`src/rtl/hall_sensor_emulator.sv`:
```
// Emulates a rotating BLDC rotor's 3-bit Hall pattern at a programmable step rate and direction, with invalid-code injection.
// Latency: outputs are registered; the first change appears P cycles after enable rises, and every state then lasts P cycles.
// Backpressure: none; enable low freezes the pattern and holds the step counter at zero, keeping any armed fault.
module hall_sensor_emulator #(
   parameter int CNT_W      = 32,
   parameter int MIN_PERIOD = 2
) (
   input  logic             clk,
   input  logic             reset,
   input  logic             enable,
   input  logic             direction,
   input  logic [CNT_W-1:0] step_period,
   input  logic             period_wr,
   input  logic             fault_inject,
   output logic [2:0]       hall_out,
   output logic [2:0]       hall_index,
   output logic             edge_pulse,
   output logic             rev_pulse,
   output logic             fault_active,
   output logic [15:0]      step_count
);

   typedef enum logic {ST_NORMAL, ST_FAULT} state_t;

   localparam logic [CNT_W-1:0] MIN_P = CNT_W'(MIN_PERIOD);

   state_t           state;
   logic [CNT_W-1:0] shadow_period;
   logic [CNT_W-1:0] active_period;
   logic [CNT_W-1:0] eff_period;
   logic [CNT_W-1:0] cnt;
   logic             fault_arm;
   logic             boundary;
   logic             inject_ok;
   logic [2:0]       next_index;
   logic             wrap;

   // Valid Hall code for each sequence index; one bit flips per step.
   function automatic logic [2:0] hall_code(input logic [2:0] idx);
      case (idx)
         3'd0:    hall_code = 3'b011;
         3'd1:    hall_code = 3'b010;
         3'd2:    hall_code = 3'b110;
         3'd3:    hall_code = 3'b100;
         3'd4:    hall_code = 3'b101;
         3'd5:    hall_code = 3'b001;
         default: hall_code = 3'b011;
      endcase
   endfunction

   // Clamp the period, detect the state boundary and pick the neighbouring index in the sampled direction.
   always_comb begin
      eff_period = (active_period < MIN_P) ? MIN_P : active_period;
      boundary   = enable && (cnt == eff_period - CNT_W'(1));
      inject_ok  = fault_inject && (state == ST_NORMAL);
      wrap       = 1'b0;
      next_index = hall_index;
      if (direction) begin
         wrap       = (hall_index == 3'd0);
         next_index = wrap ? 3'd5 : hall_index - 3'd1;
      end else begin
         wrap       = (hall_index == 3'd5);
         next_index = wrap ? 3'd0 : hall_index + 3'd1;
      end
   end

   // Period registers, step counter and the NORMAL/FAULT state machine with all registered outputs.
   always_ff @(posedge clk) begin
      if (reset) begin
         state         <= ST_NORMAL;
         shadow_period <= MIN_P;
         active_period <= MIN_P;
         cnt           <= '0;
         fault_arm     <= 1'b0;
         hall_out      <= 3'b011;
         hall_index    <= 3'd0;
         step_count    <= 16'd0;
         edge_pulse    <= 1'b0;
         rev_pulse     <= 1'b0;
         fault_active  <= 1'b0;
      end else begin
         edge_pulse <= 1'b0;
         rev_pulse  <= 1'b0;

         if (period_wr)
            shadow_period <= step_period;

         if (!enable || boundary)
            cnt <= '0;
         else
            cnt <= cnt + CNT_W'(1);

         // A fault consumed at this boundary may be re-armed by a coincident pulse.
         if (boundary && state == ST_NORMAL && fault_arm)
            fault_arm <= inject_ok;
         else if (inject_ok)
            fault_arm <= 1'b1;

         if (boundary) begin
            active_period <= shadow_period;
            if (state == ST_NORMAL && fault_arm) begin
               // Invalid code for one period; index and step count stay put.
               hall_out     <= 3'b000;
               fault_active <= 1'b1;
               edge_pulse   <= 1'b1;
               state        <= ST_FAULT;
            end else begin
               hall_index   <= next_index;
               hall_out     <= hall_code(next_index);
               step_count   <= step_count + 16'd1;
               edge_pulse   <= 1'b1;
               rev_pulse    <= wrap;
               fault_active <= 1'b0;
               state        <= ST_NORMAL;
            end
         end
      end
   end

endmodule
```
`config.mk`:
```
export PLATFORM = sky130hd
export DESIGN_NAME = hall_sensor_emulator
export DESIGN_NICKNAME = d
export VERILOG_FILES = /design/src/rtl/hall_sensor_emulator.sv
export SDC_FILE = /design/constraint.sdc
export NUM_CORES = 1
export LEC_CHECK = 0
export CORE_ASPECT_RATIO = 1.5
export CORE_UTILIZATION = 64
export CTS_BUF_LIST = sky130_fd_sc_hd__clkbuf_2
export DETAILED_ROUTE_END_ITERATION = 10
export GPL_TIMING_DRIVEN = 0
export PLACE_DENSITY = 0.93
export SLEW_MARGIN = 20
export SYNTH_ARGS = -nofsm -noshare
export SYNTH_HDL_FRONTEND = slang
export SYNTH_SLANG_ARGS = --single-unit
```
`constraint.sdc`:
```
create_clock -name clk -period 10.5 [get_ports clk]
set_clock_uncertainty 0.05 [all_clocks]
set_input_delay 2.1 -clock clk [delete_from_list [all_inputs] [get_ports clk]]
set_output_delay 2.1 -clock clk [all_outputs]
set_load 0.01 [all_outputs]
```
==> qor.csv, run 1 <==
stage,metric,value,unit
route,dr.first_iter.drc_count,343,
worst_setup_path,end_kind,flop,
placed_design,dp_hpwl,12.1,mm
cells_and_area,stdcell_area,0.00723,mm2
placed_design,portBuffers,59,
synthesis,synth_edf_count,0,
sta,slew_headroom,44.1,%
cells_and_area,n_fill_cell,643,
cells_and_area,fin_nets,834,
clock_network,cts-hold-fix-buffers,0,
cells_and_area,area_delta_synth_final,16.3,%
synthesis,ys_ff_latch,122,
clock_network,clockRootBuffer,clkbuf_2,
worst_setup_path,crit_path_max_fanout,10,
die,fp-row-count,43,
clock_network,cts-resized-gates,0,
sta,finalHoldViolCount,0,
placed_design,placed_cells,885,
run_status,status,finished clean,
cells_and_area,drive_gt1_share,6.21,%
sta,min_period_over_period,59.1,%
sta,max_freq,161,MHz
worst_setup_path,ff2ff_setup_slack,4.30,ns
route,drtPass1Iterations,5,
worst_setup_path,cp_common_cell,clkbuf_1,
clock_network,post_cts_buffers,0,
synthesis,synthArstFlopShare,0,%
sta,fin_tns_setup,0,ns
sta,rsz0062_at_grt,false,
route,vias,5657,
power_and_ir_drop,p_leak,2.93,nW
synthesis,synth_area_per_cell,8.71,um2
global_routing,grt_pass1_wl,25.9,mm
sta,final_max_slew_viol_count,0,
global_routing,grt_max_degree,17,
route,wl_per_cell,17.4,um
worst_setup_path,crit_slowest_cell,nor3b_1,
synthesis,ys_seq_area_share,39.3,%
flow_run,max_cap_viol_count,0,
cells_and_area,fin_util,77.2,%
clock_network,cts_tree,yes,
synthesis,syn-num-nets,756,
worst_setup_path,critical_path_class,flop to flop,
worst_setup_path,max_stage_delay,0.71,ns
die,dieHeight,123,um
die,io_pins,63,
clock_network,cts.htree.levels,4,
synthesis,ys_types,61,
sta,post-route-min-period,6.20,ns
route,avgViaCountPerCell,6.16,
global_routing,grt_remaining_overflow,0,
clock_network,worst_skew_pair.late_latency,0.72,ns
synthesis,synth_area,0.00622,mm2
cells_and_area,finalNonFillerCells,918,
die,core-area,0.00936,mm2
global_routing,groute.usage.overall,34.1,%
die,die_width,82.5,um
clock_network,clk_pin_slew,0.23,ns
placed_design,placed_area,0.00695,mm2
synthesis,netlist_instances,714,
synthesis,synth_ff_type,dfxtp_1,
cells_and_area,final_cell_mix,"133 x nor2_1, 122 x dfxtp_1, 68 x mux2i_1, 59 x clkdlybuf4s50_1",
placed_design,gp_congestion,0.951,
worst_setup_path,start_kind,flop,
power_and_ir_drop,ir_worst_vdd,0.122,mV
route,ant_nets,0,
hold_path,hp-class,flop to flop,
route,drc,0,
worst_setup_path,path_cells,nor4_1 > and4_1 > clkbuf_1 > nand3_1 > nand2_1 > ha_1 > nor3b_1 > nand3_2 > or4_1 > a211oi_1 > o2111ai_1 > nor4_4 > nand3_2 > clkbuf_1 > clkbuf_1 > o31ai_1 > a21oi_1,
cells_and_area,multi_input_area,0.00358,mm2
synthesis,yosys_warnings,0,
sta,setup_viol,0,
clock_network,numCtsBuffers,17,
worst_setup_path,worstPathRequired,11.04,ns
sta,worst_slew_pin_slew,0.836,ns
clock_network,cts.sinks,122,
global_routing,antenna_found_initial,1,
route,drt-total-wl,16.0,mm
sta,whs,0.437,ns
power_and_ir_drop,powerDensity,134,mW/mm2
die,initial_core_util,66.4,%
worst_setup_path,cp.arrival,6.74,ns
global_routing,first_global_vias,5695,
cells_and_area,seqCellArea,0.00244,mm2
cells_and_area,mostFrequentLayoutCell,nor2_1,
clock_network,clockBufferDepth,2,
die,fp.dieArea,0.0101,mm2
## worst paths after layout
path | start | to | cells past startpoint
hold reg to reg | hall_out[2]$_SDFFE_PP0N_ | hall_out[2]$_SDFFE_PP0N_ | 2
setup reg to reg | active_period[28]$_SDFFE_PP0N_ | step_count[13]$_SDFFE_PP0P_ | 17
setup / recovery | active_period[28]$_SDFFE_PP0N_ | step_count[13]$_SDFFE_PP0P_ | 17
hold / removal | hall_out[2]$_SDFFE_PP0N_ | hall_out[2]$_SDFFE_PP0N_ | 2
## cell families after synthesis
group                      synth area share, %
AOI/OAI and AO/OA                         9.00
adders and majority gates                0.805
DFF                                       39.3
buffers and inverters                     3.18
xor gates and xnor gates                  9.86
muxes                                     11.9
and+or+nand+nor                           26.0
## layout make-up
cell class                 count  share of cell area, %
inverter                      11                  0.571
timing repair buffer          59                   8.17
buffer                        40                   2.16
multi-input combinational    541                   49.5
tap                          112                   1.94
clock inverter                15                   2.72
antenna                        1                 0.0346
sequential                   122                   33.8
clock buffer                  17                   1.18
## state kept, by name, indices dropped and copies added, names as in the netlist
name	count
hall_index	3
edge_pulse	1
active_period	32
hall_out	3
state	1
shadow_period	32
cnt	32
rev_pulse	1
step_count	16
fault_arm	1
## layer usage
metal  part of all wire [%]  track usage (%)  vias to the layer above
met4                    5.3             21.9                        0
met1                     37             35.1                     2650
li1                       -                -                     2679
met2                     53             61.0                      247
met5                      0                0                        -
met3                    5.0             6.77                       81
## report_power, final
group	total (mW)	switching (mW)	internal, mW
registers	0.490	0.0125	0.477
logic	0.138	0.0779	0.0597
clock network	0.345	0.188	0.157
total	0.972	0.279	0.694
## Yosys cell counts (all sizes together), types with 3 or more instances
library cell	count	area (um2)
nor2	133	499
dfxtp	122	2440
mux2i	68	681
nand2	38	143
xor2	38	333
xnor2	32	280
clkbuf	28	105
nand3	25	135
nor3	18	90.1
a21oi	16	80.1
nor4	16	151
nand4	15	93.8
buf	12	51.3
or4	12	90.1
and3	11	68.8
inv	11	41.3
nand2b	9	56.3
nor2b	9	56.3
o21ai	9	45.0
or3	9	56.3
a211oi	7	57.6
o31ai	7	52.6
a31oi	6	37.5
a2111oi	5	50.0
mux2	5	56.3
nor3b	5	37.5
a211o	4	35.0
ha	4	50.1
or2	4	25.0
and3b	3	26.3
nand3b	3	22.5
o21a	3	22.5
## through the flow
step	power [mW]	setup slack, ns
finish	0.972	4.30
global route	1.01	3.90
CTS	0.973	4.46
detailed placement	0.634	4.49
global placement	0.628	4.60
floorplan	0.589	5.59
## critical path, delay by kind of cell (launching register included)
kind | cells | cell delay (ns)
AO/OA/AOI/OAI | 4 | 0.93
flip-flops | 1 | 0.43
buffers and inverters | 3 | 0.92
adder cells (fa/ha/maj) | 1 | 0.23
AND/OR/NAND/NOR | 9 | 3.53
No activity file was read; power rests on OpenSTA's default activity.
==> run 2: changes to the inputs <==
--- a/config.mk
+++ b/config.mk
@@ -6,11 +6,11 @@
 export NUM_CORES = 1
 export LEC_CHECK = 0
 export CORE_ASPECT_RATIO = 1.5
-export CORE_UTILIZATION = 64
+export CORE_UTILIZATION = 53
 export CTS_BUF_LIST = sky130_fd_sc_hd__clkbuf_2
 export DETAILED_ROUTE_END_ITERATION = 10
 export GPL_TIMING_DRIVEN = 0
-export PLACE_DENSITY = 0.93
+export PLACE_DENSITY = 0.83
 export SLEW_MARGIN = 20
 export SYNTH_ARGS = -nofsm -noshare
 export SYNTH_HDL_FRONTEND = slang
==> constraint.sdc (replaced) <==
create_clock -name clk -period 5.2 [get_ports clk]
set_clock_uncertainty 0.05 [all_clocks]
set_input_delay 1.04 -clock clk [delete_from_list [all_inputs] [get_ports clk]]
set_output_delay 1.04 -clock clk [all_outputs]
set_load 0.01 [all_outputs]
==> run 2 against run 1 <==
Compared with the run above:
- maximum frequency up 25%
- final cell count up 4.5%
- power up 100%
- die area up 20%
- via count down 2.6%
- non-clock buffer count up 3
- first-iteration DRC count down 20%
- sequential share of layout area down 0.68 points
- combinational power up 110%
- clock-buffer cell count up 2
- critical path type unchanged
- critical endpoint is now step_count[4]$_SDFFE_PP0P_
- largest cell class unchanged
==> qor.csv, run 2 (synthesis results as in run 1) <==
stage,metric,value,unit,change
run_status,status,finished clean,,unchanged
global_routing,antenna_found_initial,1,,unchanged
hold_path,hold_end,hall_out[1]$_SDFFE_PP1N_,,was hall_out[2]$_SDFFE_PP0N_
sta,whs,0.439,ns,was 0.437 ns
clock_network,cts.sinks,122,,unchanged
hold_path,whs_path_depth,1,,was 2
cells_and_area,mostFrequentLayoutCell,nor2_1,,unchanged
route,dr.first_iter.drc_count,273,,was 343
sta,slew_headroom,45.7,%,was 44.1%
placed_design,dp_hpwl,11.9,mm,was 12.1 mm
global_routing,grt_pass1_wl,25.8,mm,was 25.9 mm
worst_setup_path,ff2ff_setup_slack,0.22,ns,was 4.30 ns
cells_and_area,area_delta_synth_final,18.7,%,was 16.3%
cells_and_area,reg.largest.list,"active_period x32, cnt x32, shadow_period x32",,unchanged
clock_network,cts-hold-fix-buffers,0,,unchanged
route,wl_per_cell,16.3,um,was 17.4 um
clock_network,clockBufferDepth,2,,unchanged
route,drtPass1Iterations,5,,unchanged
worst_setup_path,start_kind,flop,,unchanged
die,dieHeight,135,um,was 123 um
route,drt-total-wl,15.6,mm,was 16.0 mm
global_routing,groute.usage.overall,26.4,%,was 34.1%
clock_network,worst_skew_pair.late_latency,0.70,ns,was 0.72 ns
clock_network,cts_tree,yes,,unchanged
cells_and_area,final_cell_mix,"133 x nor2_1, 122 x dfxtp_1, 68 x mux2i_1, 59 x clkdlybuf4s50_1",,unchanged
power_and_ir_drop,powerDensity,265,mW/mm2,was 134 mW/mm2
clock_network,cts.htree.levels,4,,unchanged
cells_and_area,drive_gt1_share,8.04,%,was 6.21%
route,avgViaCountPerCell,5.75,,was 6.16
sta,worst_slew_pin_slew,0.814,ns,was 0.836 ns
worst_setup_path,timing.rr.start,active_period[18]$_SDFFE_PP0N_,,was active_period[28]$_SDFFE_PP0N_
sta,max_freq,201,MHz,was 161 MHz
die,initial_core_util,54.2,%,was 66.4%
worst_setup_path,worstReg2RegEnd,step_count[4]$_SDFFE_PP0P_,,was step_count[13]$_SDFFE_PP0P_
placed_design,gp_congestion,0.891,,was 0.951
sta,setup_viol,0,,unchanged
worst_setup_path,crit_path_max_fanout,10,,unchanged
sta,final_max_slew_viol_count,0,,unchanged
die,io_pins,63,,unchanged
hold_path,hold_path.startpoint,hall_out[1]$_SDFFE_PP1N_,,was hall_out[2]$_SDFFE_PP0N_
flow_run,max_cap_viol_count,0,,unchanged
cells_and_area,fin_nets,837,,was 834
cells_and_area,finalNonFillerCells,959,,was 918
sta,min_period_over_period,95.8,%,was 59.1%
sta,fin_ws,0.217,ns,was 4.30 ns
placed_design,portBuffers,59,,unchanged
worst_setup_path,cp.arrival,5.49,ns,was 6.74 ns
power_and_ir_drop,finalPower,1.96,mW,was 972 uW
sta,rsz0062_at_grt,false,,unchanged
die,core-area,0.0115,mm2,was 0.00936 mm2
worst_setup_path,end_kind,flop,,unchanged
placed_design,post-place-ws,-0.683,ns,was 4.49 ns
die,die_width,90.4,um,was 82.5 um
power_and_ir_drop,ir_worst_vdd,0.178,mV,was 0.122 mV
clock_network,clockRootBuffer,clkbuf_2,,unchanged
global_routing,first_global_vias,5535,,was 5695
cells_and_area,n_fill_cell,961,,was 643
clock_network,numCtsBuffers,17,,unchanged
global_routing,grt_remaining_overflow,0,,unchanged
worst_setup_path,reg2reg_depth,16,,was 17
global_routing,grt_max_degree,17,,unchanged
route,ant_nets,0,,unchanged
cells_and_area,stdcell_area,0.00738,mm2,was 0.00723 mm2
clock_network,clk_pin_slew,0.19,ns,was 0.23 ns
sta,finalHoldViolCount,0,,unchanged
route,vias,5512,,was 5657
hold_path,hp-class,flop to flop,,unchanged
die,fp.dieArea,0.0122,mm2,was 0.0101 mm2
sta,post-route-min-period,4.98,ns,was 6.20 ns
placed_design,placed_cells,923,,was 885
placed_design,placed_area,0.00699,mm2,was 0.00695 mm2
route,drc,0,,unchanged
worst_setup_path,critical_path_class,flop to flop,,unchanged
worst_setup_path,worstPathRequired,5.71,ns,was 11.04 ns
die,fp-row-count,48,,was 43
power_and_ir_drop,p_leak,3.00,nW,was 2.93 nW
## run 2: cell count changes in the layout (fill, tap and decap cells not counted), sizes merged
cell / delta
buf: +4
clkbuf: +1
clkinv: +1
clkinvlp: -1
inv: -2
## run 2: per-stage QoR
stage	TNS (ns)	util [%]
after global placement	-19.37	61.0
after floorplan	0	-
after CTS	0	63.8
final	0	64.3
after detailed placement	-28.25	61.0
after global routing	0	64.3
## run 2: where the power goes
group | total (mW) | internal, mW | switching, mW
clock | 0.674 | 0.316 | 0.357
sequential | 0.989 | 0.964 | 0.0255
combinational | 0.293 | 0.131 | 0.162
total | 1.96 | 1.41 | 0.545
## run 2: worst max-delay path, stage by stage, from the launching register on
cell and delay [ns]:
dfxtp_1 0.41, or4_1 0.63, nor4_4 0.28, nand3_1 0.16, nand2_1 0.10, ha_1 0.25, nor3b_4 0.35, nand3_4 0.17
or4_1 0.52, a211oi_1 0.28, o2111ai_1 0.21, nor4_4 0.40, nand3_4 0.18, clkbuf_2 0.24, clkbuf_2 0.25, o31ai_1 0.28
a21oi_1 0.09
## run 2: repair_timing
item | CTS | global route
endpoints found under the setup margin | 86 | 86
resized for setup | 9 | 11
setup buffers | 2 | 3
pin swaps | 3 | 3
## run 2: routing by layer
metal  vias up  global-route usage [%]  share of wire (%)
met3        50                    4.84                3.8
met4         0                    14.0                4.0
met2       168                    48.9                 53
li1       2690                       -                  -
met5         -                       0                  0
met1      2604                    28.4                 39
## run 2: how the worst max path moves through the flow
stage	slack, ns	start	depth (start not counted)	endpoint
6_report	0.22	active_period[18]$_SDFFE_PP0N_	16	step_count[4]$_SDFFE_PP0P_
2_1_floorplan	0.29	active_period[14]$_SDFFE_PP0N_	15	step_count[10]$_SDFFE_PP0P_
3_5_place_dp	-0.68	active_period[27]$_SDFFE_PP0N_	17	step_count[13]$_SDFFE_PP0P_
3_3_place_gp	-0.57	active_period[3]$_SDFFE_PP0N_	18	step_count[13]$_SDFFE_PP0P_
4_1_cts	0.04	active_period[10]$_SDFFE_PP0N_	17	step_count[4]$_SDFFE_PP0P_
5_1_grt	0.01	active_period[18]$_SDFFE_PP0N_	16	step_count[4]$_SDFFE_PP0P_
## run 2: layout make-up
type	instances	area, um2	share of cell area (%)
Timing Repair Buffer	64	628	8.51
Sequential cell	122	2440	33.1
Antenna cell	1	2.50	0.0339
Buffer	38	155	2.10
Tap cell	150	188	2.54
Clock buffer	19	95.1	1.29
Multi-Input combinational cell	541	3650	49.5
Inverter	11	41.3	0.560
Clock inverter	13	176	2.39
